`src/rtl/eth_pkg.sv`:
```
// Shared Ethernet transmit-path definitions.
// Holds the FSM state encodings, CRC-32 constants and the preamble/SFD
// nibble values used by the FCS appender and the companion RX checker.
package eth_pkg;

  // FSM state encodings
  localparam logic [2:0] ST_IDLE     = 3'd0;
  localparam logic [2:0] ST_PREAMBLE = 3'd1;
  localparam logic [2:0] ST_DATA     = 3'd2;
  localparam logic [2:0] ST_PAD      = 3'd3;
  localparam logic [2:0] ST_FCS      = 3'd4;
  localparam logic [2:0] ST_IFG      = 3'd5;

  // Ethernet CRC-32, bit-reflected form
  localparam logic [31:0] CRC32_POLY_REFL = 32'hEDB88320;
  localparam logic [31:0] CRC32_INIT      = 32'hFFFFFFFF;

  // Frame delimiters as seen on the nibble stream
  localparam logic [3:0] SFD_NIBBLE = 4'hD;
  localparam logic [3:0] PRE_NIBBLE = 4'h5;

endpackage

```
`src/rtl/eth_crc32_nibble.sv`:
```
// Combinational single-nibble CRC-32 update.
// Folds one nibble into a running reflected CRC-32, bit 0 of the nibble
// first, matching the LSB-first transmission order of MII.
// Ports:
//   crc      - current CRC register value
//   nibble   - nibble to fold in
//   crc_next - CRC after the four bit iterations
module eth_crc32_nibble
  import eth_pkg::*;
(
  input  logic [31:0] crc,
  input  logic [3:0]  nibble,
  output logic [31:0] crc_next
);

  always_comb begin
    crc_next = crc;
    for (int i = 0; i < 4; i++) begin
      if (crc_next[0] ^ nibble[i]) begin
        crc_next = (crc_next >> 1) ^ CRC32_POLY_REFL;
      end else begin
        crc_next = crc_next >> 1;
      end
    end
  end

endmodule

```
`src/rtl/eth_fcs_appender.sv`:
```
// Ethernet FCS appender.
// Forwards the preamble/SFD/data nibble stream to the MII transmit pins
// with one cycle of latency, recomputes the CRC-32 over the post-SFD data,
// zero-pads short frames, appends the FCS and enforces the inter-frame gap.
// Ports:
//   nibble_clk - transmit nibble clock
//   rstn       - synchronous active-low reset
//   in_d       - input nibble, low nibble of each byte first
//   in_valid   - input frame envelope
//   tx_d       - MII transmit nibble
//   tx_en      - MII transmit enable
//   frame_done - one-cycle pulse with the last FCS nibble
//   busy       - high whenever the FSM is not idle
//   drop_cnt   - saturating count of dropped or aborted frames
module eth_fcs_appender
  import eth_pkg::*;
#(
  parameter int MIN_DATA_NIBBLES = 120,
  parameter int IFG_NIBBLES      = 24,
  parameter int MAX_PRE_NIBBLES  = 16
) (
  input  logic       nibble_clk,
  input  logic       rstn,
  input  logic [3:0] in_d,
  input  logic       in_valid,
  output logic [3:0] tx_d,
  output logic       tx_en,
  output logic       frame_done,
  output logic       busy,
  output logic [7:0] drop_cnt
);

  localparam int PRE_W = $clog2(MAX_PRE_NIBBLES + 2);
  localparam int IFG_W = $clog2(IFG_NIBBLES + 1);
  localparam logic [PRE_W-1:0] PRE_LIMIT    = PRE_W'(MAX_PRE_NIBBLES);
  localparam logic [IFG_W-1:0] IFG_LAST     = IFG_W'(IFG_NIBBLES - 1);
  localparam logic [11:0]      MIN_P1       = 12'(MIN_DATA_NIBBLES + 1);
  localparam logic [10:0]      DATA_CNT_MAX = 11'd2047;

  logic [2:0]       state, state_nxt;
  logic [31:0]      crc, crc_nxt, crc_upd, fcs_word;
  logic [3:0]       crc_nibble, tx_d_nxt;
  logic [10:0]      data_cnt, data_cnt_nxt, data_cnt_inc;
  logic [11:0]      data_cnt_p1;
  logic [PRE_W-1:0] pre_cnt, pre_cnt_nxt;
  logic [IFG_W-1:0] ifg_cnt, ifg_cnt_nxt;
  logic [2:0]       fcs_idx, fcs_idx_nxt;
  logic             tx_en_nxt, done_nxt, drop_inc, pad_needed, tail;
  logic             in_valid_q, in_valid_rise;

  // Pad nibbles are folded into the CRC as zeros.
  assign crc_nibble = (state == ST_DATA && in_valid) ? in_d : 4'h0;

  eth_crc32_nibble u_crc (
    .crc      (crc),
    .nibble   (crc_nibble),
    .crc_next (crc_upd)
  );

  assign fcs_word      = ~crc;
  assign in_valid_rise = in_valid & ~in_valid_q;
  assign data_cnt_inc  = (data_cnt == DATA_CNT_MAX) ? data_cnt : data_cnt + 11'd1;
  // data_cnt < MIN written as data_cnt+1 < MIN+1 so it stays a real
  // comparison even when padding is disabled (MIN = 0).
  assign data_cnt_p1   = {1'b0, data_cnt} + 12'd1;
  assign pad_needed    = data_cnt_p1 < MIN_P1;

  always_comb begin
    state_nxt    = state;
    tx_d_nxt     = 4'h0;
    tx_en_nxt    = 1'b0;
    done_nxt     = 1'b0;
    crc_nxt      = crc;
    data_cnt_nxt = data_cnt;
    pre_cnt_nxt  = pre_cnt;
    ifg_cnt_nxt  = ifg_cnt;
    fcs_idx_nxt  = fcs_idx;
    drop_inc     = 1'b0;
    tail         = 1'b0;

    case (state)
      ST_IDLE: begin
        if (in_valid) begin
          state_nxt   = ST_PREAMBLE;
          tx_d_nxt    = in_d;
          tx_en_nxt   = 1'b1;
          pre_cnt_nxt = PRE_W'(1);
        end
      end

      ST_PREAMBLE: begin
        // Abort on a runt or on one preamble nibble too many; the rest of
        // an overlong frame is swallowed in IFG without a second count.
        if (!in_valid || (in_d != SFD_NIBBLE && pre_cnt >= PRE_LIMIT)) begin
          state_nxt   = ST_IFG;
          ifg_cnt_nxt = '0;
          drop_inc    = 1'b1;
        end else begin
          tx_d_nxt  = in_d;
          tx_en_nxt = 1'b1;
          if (in_d == SFD_NIBBLE) begin
            state_nxt    = ST_DATA;
            crc_nxt      = CRC32_INIT;
            data_cnt_nxt = '0;
          end else begin
            pre_cnt_nxt = pre_cnt + PRE_W'(1);
          end
        end
      end

      ST_DATA: begin
        if (in_valid) begin
          tx_d_nxt     = in_d;
          tx_en_nxt    = 1'b1;
          crc_nxt      = crc_upd;
          data_cnt_nxt = data_cnt_inc;
        end else begin
          tail = 1'b1;
        end
      end

      ST_PAD: tail = 1'b1;

      ST_FCS: begin
        tx_d_nxt    = fcs_word[{fcs_idx, 2'b00} +: 4];
        tx_en_nxt   = 1'b1;
        fcs_idx_nxt = fcs_idx + 3'd1;
        if (fcs_idx == 3'd7) begin
          done_nxt    = 1'b1;
          state_nxt   = ST_IFG;
          ifg_cnt_nxt = '0;
        end
      end

      ST_IFG: begin
        // Hold here while a dropped frame is still arriving so it is never
        // picked up half way through.
        if (ifg_cnt == IFG_LAST) begin
          if (!in_valid) state_nxt = ST_IDLE;
        end else begin
          ifg_cnt_nxt = ifg_cnt + IFG_W'(1);
        end
      end

      default: state_nxt = ST_IDLE;
    endcase

    // The nibble after the last data nibble: either the next pad nibble or
    // the first FCS nibble, so tx_en never gaps between data and FCS.
    if (tail) begin
      tx_en_nxt = 1'b1;
      if (pad_needed) begin
        state_nxt    = ST_PAD;
        tx_d_nxt     = 4'h0;
        crc_nxt      = crc_upd;
        data_cnt_nxt = data_cnt_inc;
      end else begin
        state_nxt   = ST_FCS;
        tx_d_nxt    = fcs_word[3:0];
        fcs_idx_nxt = 3'd1;
      end
    end

    if ((state == ST_PAD || state == ST_FCS || state == ST_IFG) && in_valid_rise) begin
      drop_inc = 1'b1;
    end
  end

  always_ff @(posedge nibble_clk) begin
    if (!rstn) begin
      state      <= ST_IDLE;
      crc        <= CRC32_INIT;
      data_cnt   <= '0;
      pre_cnt    <= '0;
      ifg_cnt    <= '0;
      fcs_idx    <= '0;
      in_valid_q <= 1'b0;
      tx_d       <= 4'h0;
      tx_en      <= 1'b0;
      frame_done <= 1'b0;
      busy       <= 1'b0;
      drop_cnt   <= 8'h00;
    end else begin
      state      <= state_nxt;
      crc        <= crc_nxt;
      data_cnt   <= data_cnt_nxt;
      pre_cnt    <= pre_cnt_nxt;
      ifg_cnt    <= ifg_cnt_nxt;
      fcs_idx    <= fcs_idx_nxt;
      in_valid_q <= in_valid;
      tx_d       <= tx_d_nxt;
      tx_en      <= tx_en_nxt;
      frame_done <= done_nxt;
      busy       <= (state_nxt != ST_IDLE);
      if (drop_inc && drop_cnt != 8'hFF) begin
        drop_cnt <= drop_cnt + 8'd1;
      end
    end
  end

endmodule

```
`config.mk`:
```
export PLATFORM = sky130hd
export DESIGN_NAME = eth_fcs_appender
export DESIGN_NICKNAME = d
export VERILOG_FILES = /design/src/rtl/eth_pkg.sv /design/src/rtl/eth_crc32_nibble.sv /design/src/rtl/eth_fcs_appender.sv
export SDC_FILE = /design/constraint.sdc
export NUM_CORES = 1
export LEC_CHECK = 0
export ABC_AREA = 1
export BUFFER_PORTS_ARGS = -buffer_cell sky130_fd_sc_hd__buf_2
export CORE_MARGIN = 8
export CORE_UTILIZATION = 30
export DETAILED_ROUTE_END_ITERATION = 16
export GPL_ROUTABILITY_DRIVEN = 0
export SETUP_SLACK_MARGIN = 0.4
export SLEW_MARGIN = 20
export SYNTH_ARGS = -nofsm -noshare
export SYNTH_HDL_FRONTEND = slang
export SYNTH_SLANG_ARGS = --single-unit
```
`constraint.sdc`:
```
create_clock -name nibble_clk -period 4.6 [get_ports nibble_clk]
set_clock_uncertainty 0.1 [all_clocks]
set_input_delay 0.69 -clock nibble_clk [delete_from_list [all_inputs] [get_ports nibble_clk]]
set_output_delay 0.69 -clock nibble_clk [all_outputs]
set_load 0.05 [all_outputs]
```
==> impl_results.md, run 1 <==
- Status: finished clean
- Vias: 4690
- Largest area contributor in the netlist: dfxtp_1
- CTS Buf Count: 9
- Syn-to-layout area delta: 11.9%
- Beginning of the worst hold path: pre_cnt[4]
- Largest net degree at the start of global routing: 38
- Worst Tran Pin Value: 0.955 ns
- R2r startpoint: data_cnt[1]
- Max-Cap Viols: 0
- Setup bufs post-CTS: 0
- Longest Clk Path Bufs: 2
- Critical path cell sequence: ha_1 > inv_1 > nor2_4 > nand3_2 > nand2_1 > inv_1 > nor2_2 > nand3_2 > nand2_2 > inv_1 > nand2_1 > nand3_1
- Data arrival time of the critical path: 3.31 ns
- Most frequent cells in the layout: nand2_1, nand3_1, inv_1
- Setup TNS Final: 0 ns
- Commonest non-fill, non-tap cell in the layout: nand2_1
- Fill count: 1728
- Worst setup SP type: flop
- PostCTS Resize Cnt: 0
- Relative slew slack: 36.3%
- I/O pins: 22
- Global-route wire length before repair: 22100 um
- Critical path's top delay family: simple AND/OR/NAND/NOR gates
- DIE HEIGHT: 142 um
- Worst Hold Depth: 2
- Crit path time final: 3.18 ns
- Root Driver: clkbuf_16
- Drt total wl: 13600 um
- Area share of the largest cell type after synthesis: 31.6%
- H-tree level count: 3
- Cell count of the worst reg-to-reg path: 12
- Count of cell types in the netlist: 36
- Post-synthesis cell count: 730
- Register area share after synthesis: 31.6%
- Clock latency on the worst-skew pair: 0.35 ns
- Mean Syn Cell Area: 6.50 um2
- Average wire per standard cell: 14.2 um
- Maximum VDD drop: 254 uV
- Total GRT Usage: 13.8%
- Final layout net count: 753
- Slew Viols, Final: 0
- Dpl cells: 945
- CP peak stage delay: 0.61 ns
- Share of layout cells above drive strength 1: 10.3%
- Worst setup path class: reg2reg
- Clock slew at reported path FFs: 0.07 ns
- Initial core utilization: 30.3%
- Number of global-route vias before repair: 4310
- Layout Utilization: 33.9%
- Area contributors post-synth: dfxtp_1, nand2_1, nand3_1
- Gr ovfl total: 0
- Register area: 1500 um2
- Post-DP HPWL: 9130 um
- Fin cells: 961
- Fin crit share: 69.1%
- CTS Hold Buffers Added: 0
- Crit path max fanout: 31
- Vias per cell: 4.88
- Final Hold Fails: 0
- Syn Nets: 743
- Leakage: 2.50 nW
- ANT nets after route: 0
- Reg-to-reg slack, setup: 1.42 ns
- Critical Path RT: 4.73 ns
- Netlist Area Pre-Place: 4740 um2
- Die area: 20100 um2
- Hold/Removal Path Class: reg2reg
- Reg-to-reg endpoint: crc[31]
- Hold EP: pre_cnt[4]
- Port bufs: 21
- TritonRoute pass-1 iters: 5
- RSZ-0062 raised after global routing: false
- Multi-input gate area: 2790 um2
- Crit-path slowest cell: nand2_2
- PwrDens: 673 nW/um2
- Crit. End Element: flop
- CP bufs+invs: 3
- N_diodes: 0
- Initial detailed-routing violation count: 404
- Initial antenna violation count: 0
- Core Box Area: 15700 um2
- Rows: 46
- Synth warn: 0
- Drt drc: 0
- Yosys reg bits: 75
- Final setup violation count: 0
- Die outline width: 142 um
- CTS sink count: 75
- TritonCTS clock tree: built
- Worst path most repeated cell: inv_1
- Fmax: 314 MHz
worst min-delay path, stage by stage, from the launching register on:
cell	delay [ns]
dfxtp_1	0.30
inv_1	0.06
a21oi_1	0.06
Yosys cell counts, drive strengths merged:
cell type,number
nand2,204
nand3,93
inv,86
dfxtp,75
a21oi,70
o21ai,57
nor2,35
xor2,24
o211ai,16
buf,14
clkbuf,11
nor3,11
ha,6
or2,6
nor3b,5
nand4,4
a31oi,2
and3,2
clkinv,2
o31ai,2
xnor2,2
and2,1
o21bai,1
o221ai,1
cell families (layout without fill, tap and decap cells):
family,count (synthesis),count (layout),synth area share [%]
AND/OR/NAND/NOR,361,361,35.3
AO/OA/AOI/OAI,149,149,16.9
buffers and inverters,113,128,9.55
flip-flops,75,75,31.6
XOR/XNOR,26,26,5.12
adder cells (fa/ha/maj),6,6,1.58
flip-flops by register name (all words and copies together), names as in the netlist:
register and flops:
in_valid_q 1, crc 32, busy 1, fcs_idx 3, state 3, tx_d 4, data_cnt 11, pre_cnt 5
tx_en 1, frame_done 1, drop_cnt 8, ifg_cnt 5
layout make-up:
type	instances	area share [%]
Multi-Input combinational cell	542	52.6
Tap cell	216	5.09
Timing Repair Buffer	24	2.40
Clock inverter	4	0.967
Clock buffer	12	4.46
Inverter	88	6.22
Sequential cell	75	28.3
worst max-delay path by stage:
stage                start          end  slack [ns]  cells past startpoint
3_5_place_dp      in_valid      crc[21]        1.41                     10
5_1_grt        data_cnt[1]      crc[31]        1.10                     12
2_1_floorplan      in_d[2]  drop_cnt[4]        2.58                     12
3_3_place_gp      in_valid      crc[20]        1.42                     14
6_report       data_cnt[1]      crc[31]        1.42                     12
4_1_cts        data_cnt[1]      crc[31]        1.41                     12
stage by stage:
stage	setup WS [ns]	hold WS (ns)	total power (W)	instance area (um2)
detailed placement	1.41	0.351	0.00284	5020
global placement	1.42	0.350	0.00283	5020
floorplan	2.58	0.335	0.00243	4740
global route	1.10	0.393	0.00388	5310
CTS	1.41	0.361	0.00356	5310
finish	1.42	0.360	0.00357	5310
where the power goes:
group / internal (W) / switching (W)
sequential: 0.000831 / 0.000173
combinational: 0.000599 / 0.00126
clock: 0.000421 / 0.000291
metal layers:
layer / wire length [um] / share of wire, % / up-vias / GRT usage (%)
li1: - / - / 2422 / -
met1: 6410 / 47 / 2109 / 17.8
met2: 6200 / 46 / 139 / 22.4
met3: 799 / 5.9 / 20 / 3.19
met4: 207 / 1.5 / 0 / 4.41
met5: 0 / 0 / - / 0
Note: power is estimated with default switching activity, not from simulation.
==> inputs of run 2 (changes only) <==
Clock period 4.6 ns to 3.12 ns, I/O delays scaled along.
==> run 2 against run 1 <==
Power rose by 54%. Sequential power rose by 49%. First-iteration DRC count fell by 6.9%. Combinational power rose by 51%. Flip-flop and latch count did not move. Register-to-register slack got worse by 0.69 ns. Highest routed layer unchanged. Wire length rose by 1.1%. Critical path depth rose by 3. Worst setup slack got worse by 0.69 ns. Global-route usage rose by 0.45 points.
==> impl_results.md, run 2 (synthesis gave the netlist of run 1 again) <==
- Average wire per standard cell: 14.2 um
- Die outline width: 142 um
- Fin crit share: 76.7%
- Worst path most repeated cell: nand2_1
- Crit-path slowest cell: dfxtp_1
- H-tree level count: 3
- Drt total wl: 13800 um
- Max-Cap Viols: 0
- Critical path cell sequence: ha_1 > nand3_1 > o21bai_1 > nand2_1 > nor2_1 > nand2_1 > nand3_1 > nor2_2 > nand3_2 > buf_6 > clkinvlp_4 > nand2_1 > nand2_1 > inv_1 > nand2_1
- N_diodes: 0
- Reg-to-reg endpoint: crc[20]
- Root Driver: clkbuf_16
- Pwr Total: 0.00552 W
- Worst setup path class: reg2reg
- Setup TNS Final: 0 ns
- ANT nets after route: 0
- Final Hold Fails: 0
- Relative slew slack: 56.4%
- CP peak stage delay: 0.41 ns
- Hold WS: 0.351 ns
- Reg-to-reg slack, setup: 0.73 ns
- Most frequent cells in the layout: nand2_1, nand3_1, inv_1
- Syn-to-layout area delta: 14.5%
- Largest net degree at the start of global routing: 40
- Share of layout cells above drive strength 1: 11.6%
- Drt drc: 0
- Cell count of the worst reg-to-reg path: 15
- Seq pwr share: 27.0%
- Final setup violation count: 0
- Worst Tran Pin Value: 0.654 ns
- Internal: 0.00294 W
- Hold/Removal Path Class: in2reg
- Sw Pwr: 0.00258 W
- TritonCTS clock tree: built
- Fin cells: 969
- CTS sink count: 75
- Maximum VDD drop: 396 uV
- Crit path time final: 2.39 ns
- Crit path to: crc[20]
- Crit. End Element: flop
- Fraction of power consumed by combinational cells: 50.7%
- Initial antenna violation count: 0
- Number of global-route vias before repair: 4386
- Status: finished clean
- Longest Clk Path Bufs: 2
- Clk pwr share: 22.3%
- Total GRT Usage: 14.3%
- Fill count: 1713
- Worst setup SP type: flop
- R2r startpoint: data_cnt[1]
- Worst Hold Depth: 3
- Crit path max fanout: 39
- Die area: 20100 um2
- Setup bufs post-CTS: 0
- I/O pins: 22
- Critical Path RT: 3.26 ns
- Dpl cells: 953
- Slew Viols, Final: 0
- Global-route wire length before repair: 22700 um
- Vias per cell: 4.88
- CTS Buf Count: 9
- Port bufs: 21
- Final layout net count: 761
- Clock latency on the worst-skew pair: 0.35 ns
- Data arrival time of the critical path: 2.53 ns
- CTS Hold Buffers Added: 0
- Leakage: 2.56 nW
- Vias: 4727
- Clock slew at reported path FFs: 0.06 ns
- Post-DP HPWL: 9620 um
- Core Box Area: 15700 um2
- Fmax: 418 MHz
- Commonest non-fill, non-tap cell in the layout: nand2_1
- Rows: 46
- Reg with most FFs: crc
- DIE HEIGHT: 142 um
- TritonRoute pass-1 iters: 5
- Gr ovfl total: 0
- RSZ-0062 raised after global routing: false
- PwrDens: 1020 nW/um2
- Regs by FF count: crc: 32 flops, data_cnt: 11 flops, drop_cnt: 8 flops
- Initial detailed-routing violation count: 376
- Sw Share: 46.7%
- Worst setup path start: data_cnt[1]
- Initial core utilization: 30.3%
- Max reg flops: 32
-- run 2: cell count changes in the layout (fill, tap and decap cells not counted), sizes merged --
cell / previous run / this run
buf: 24 / 32
bufinv: 1 / 3
clkinv: 4 / 2
clkinvlp: 1 / 2
inv: 86 / 85
-- run 2: final cells by class --
type                       instances  area [um2]  share of cell area [%]
inverter                          88         334                    6.15
clock inverter                     4        97.6                    1.80
clock buffer                      12         246                    4.54
tap                              216         270                    4.98
sequential                        75        1500                    27.6
multi-input combinational        542        2790                    51.4
timing repair buffer              32         191                    3.52
-- run 2: power groups by stage --
stage | clock network [W] | registers [W] | logic, W
after floorplan | 0 | 0.00153 | 0.00205
after CTS | 0.00125 | 0.00148 | 0.00276
after global placement | 0 | 0.00150 | 0.00274
after detailed placement | 0 | 0.00150 | 0.00273
final | 0.00123 | 0.00149 | 0.00280
after global routing | 0.00129 | 0.00152 | 0.00316
-- run 2: how the worst min path moves through the flow --
stage,startpoint,endpoint,slack [ns]
4_1_cts,in_valid,in_valid_q,0.34
2_1_floorplan,pre_cnt[4],pre_cnt[4],0.33
6_report,in_valid,in_valid_q,0.35
3_5_place_dp,pre_cnt[3],pre_cnt[4],0.35
3_3_place_gp,pre_cnt[3],pre_cnt[4],0.35
5_1_grt,in_valid,in_valid_q,0.38
-- run 2: routing by layer --
| metal | GRT usage (%) | wire length (um) | vias up |
|---|---|---|---|
| met5 | 0 | 0 | - |
| met4 | 6.16 | 299 | 0 |
| met1 | 19.0 | 6780 | 2131 |
| met2 | 21.9 | 5900 | 127 |
| li1 | - | - | 2447 |
| met3 | 2.79 | 786 | 22 |
-- run 2: critical path, delay by kind of cell, from the launching register on --
family	cells	cell delay (ns)
flip-flops	1	0.41
AO/OA/AOI/OAI	1	0.15
adder cells (fa/ha/maj)	1	0.22
buffers and inverters	3	0.65
AND/OR/NAND/NOR	10	0.75
-- run 2: per-stage QoR --
stage	instance area, um2	util [%]	setup slack, ns
floorplan	4740	-	1.19
global placement	5080	32.4	0.611
detailed placement	5080	32.4	0.587
CTS	5420	34.6	0.650
global route	5430	34.7	0.433
finish	5430	34.7	0.727
-- run 2: what timing repair did --
| action | CTS | global route |
|---|---|---|
| gates resized for setup | 0 | 2 |
| endpoints found under the setup margin | 0 | 4 |
| endpoints found under the hold margin | 0 | 0 |
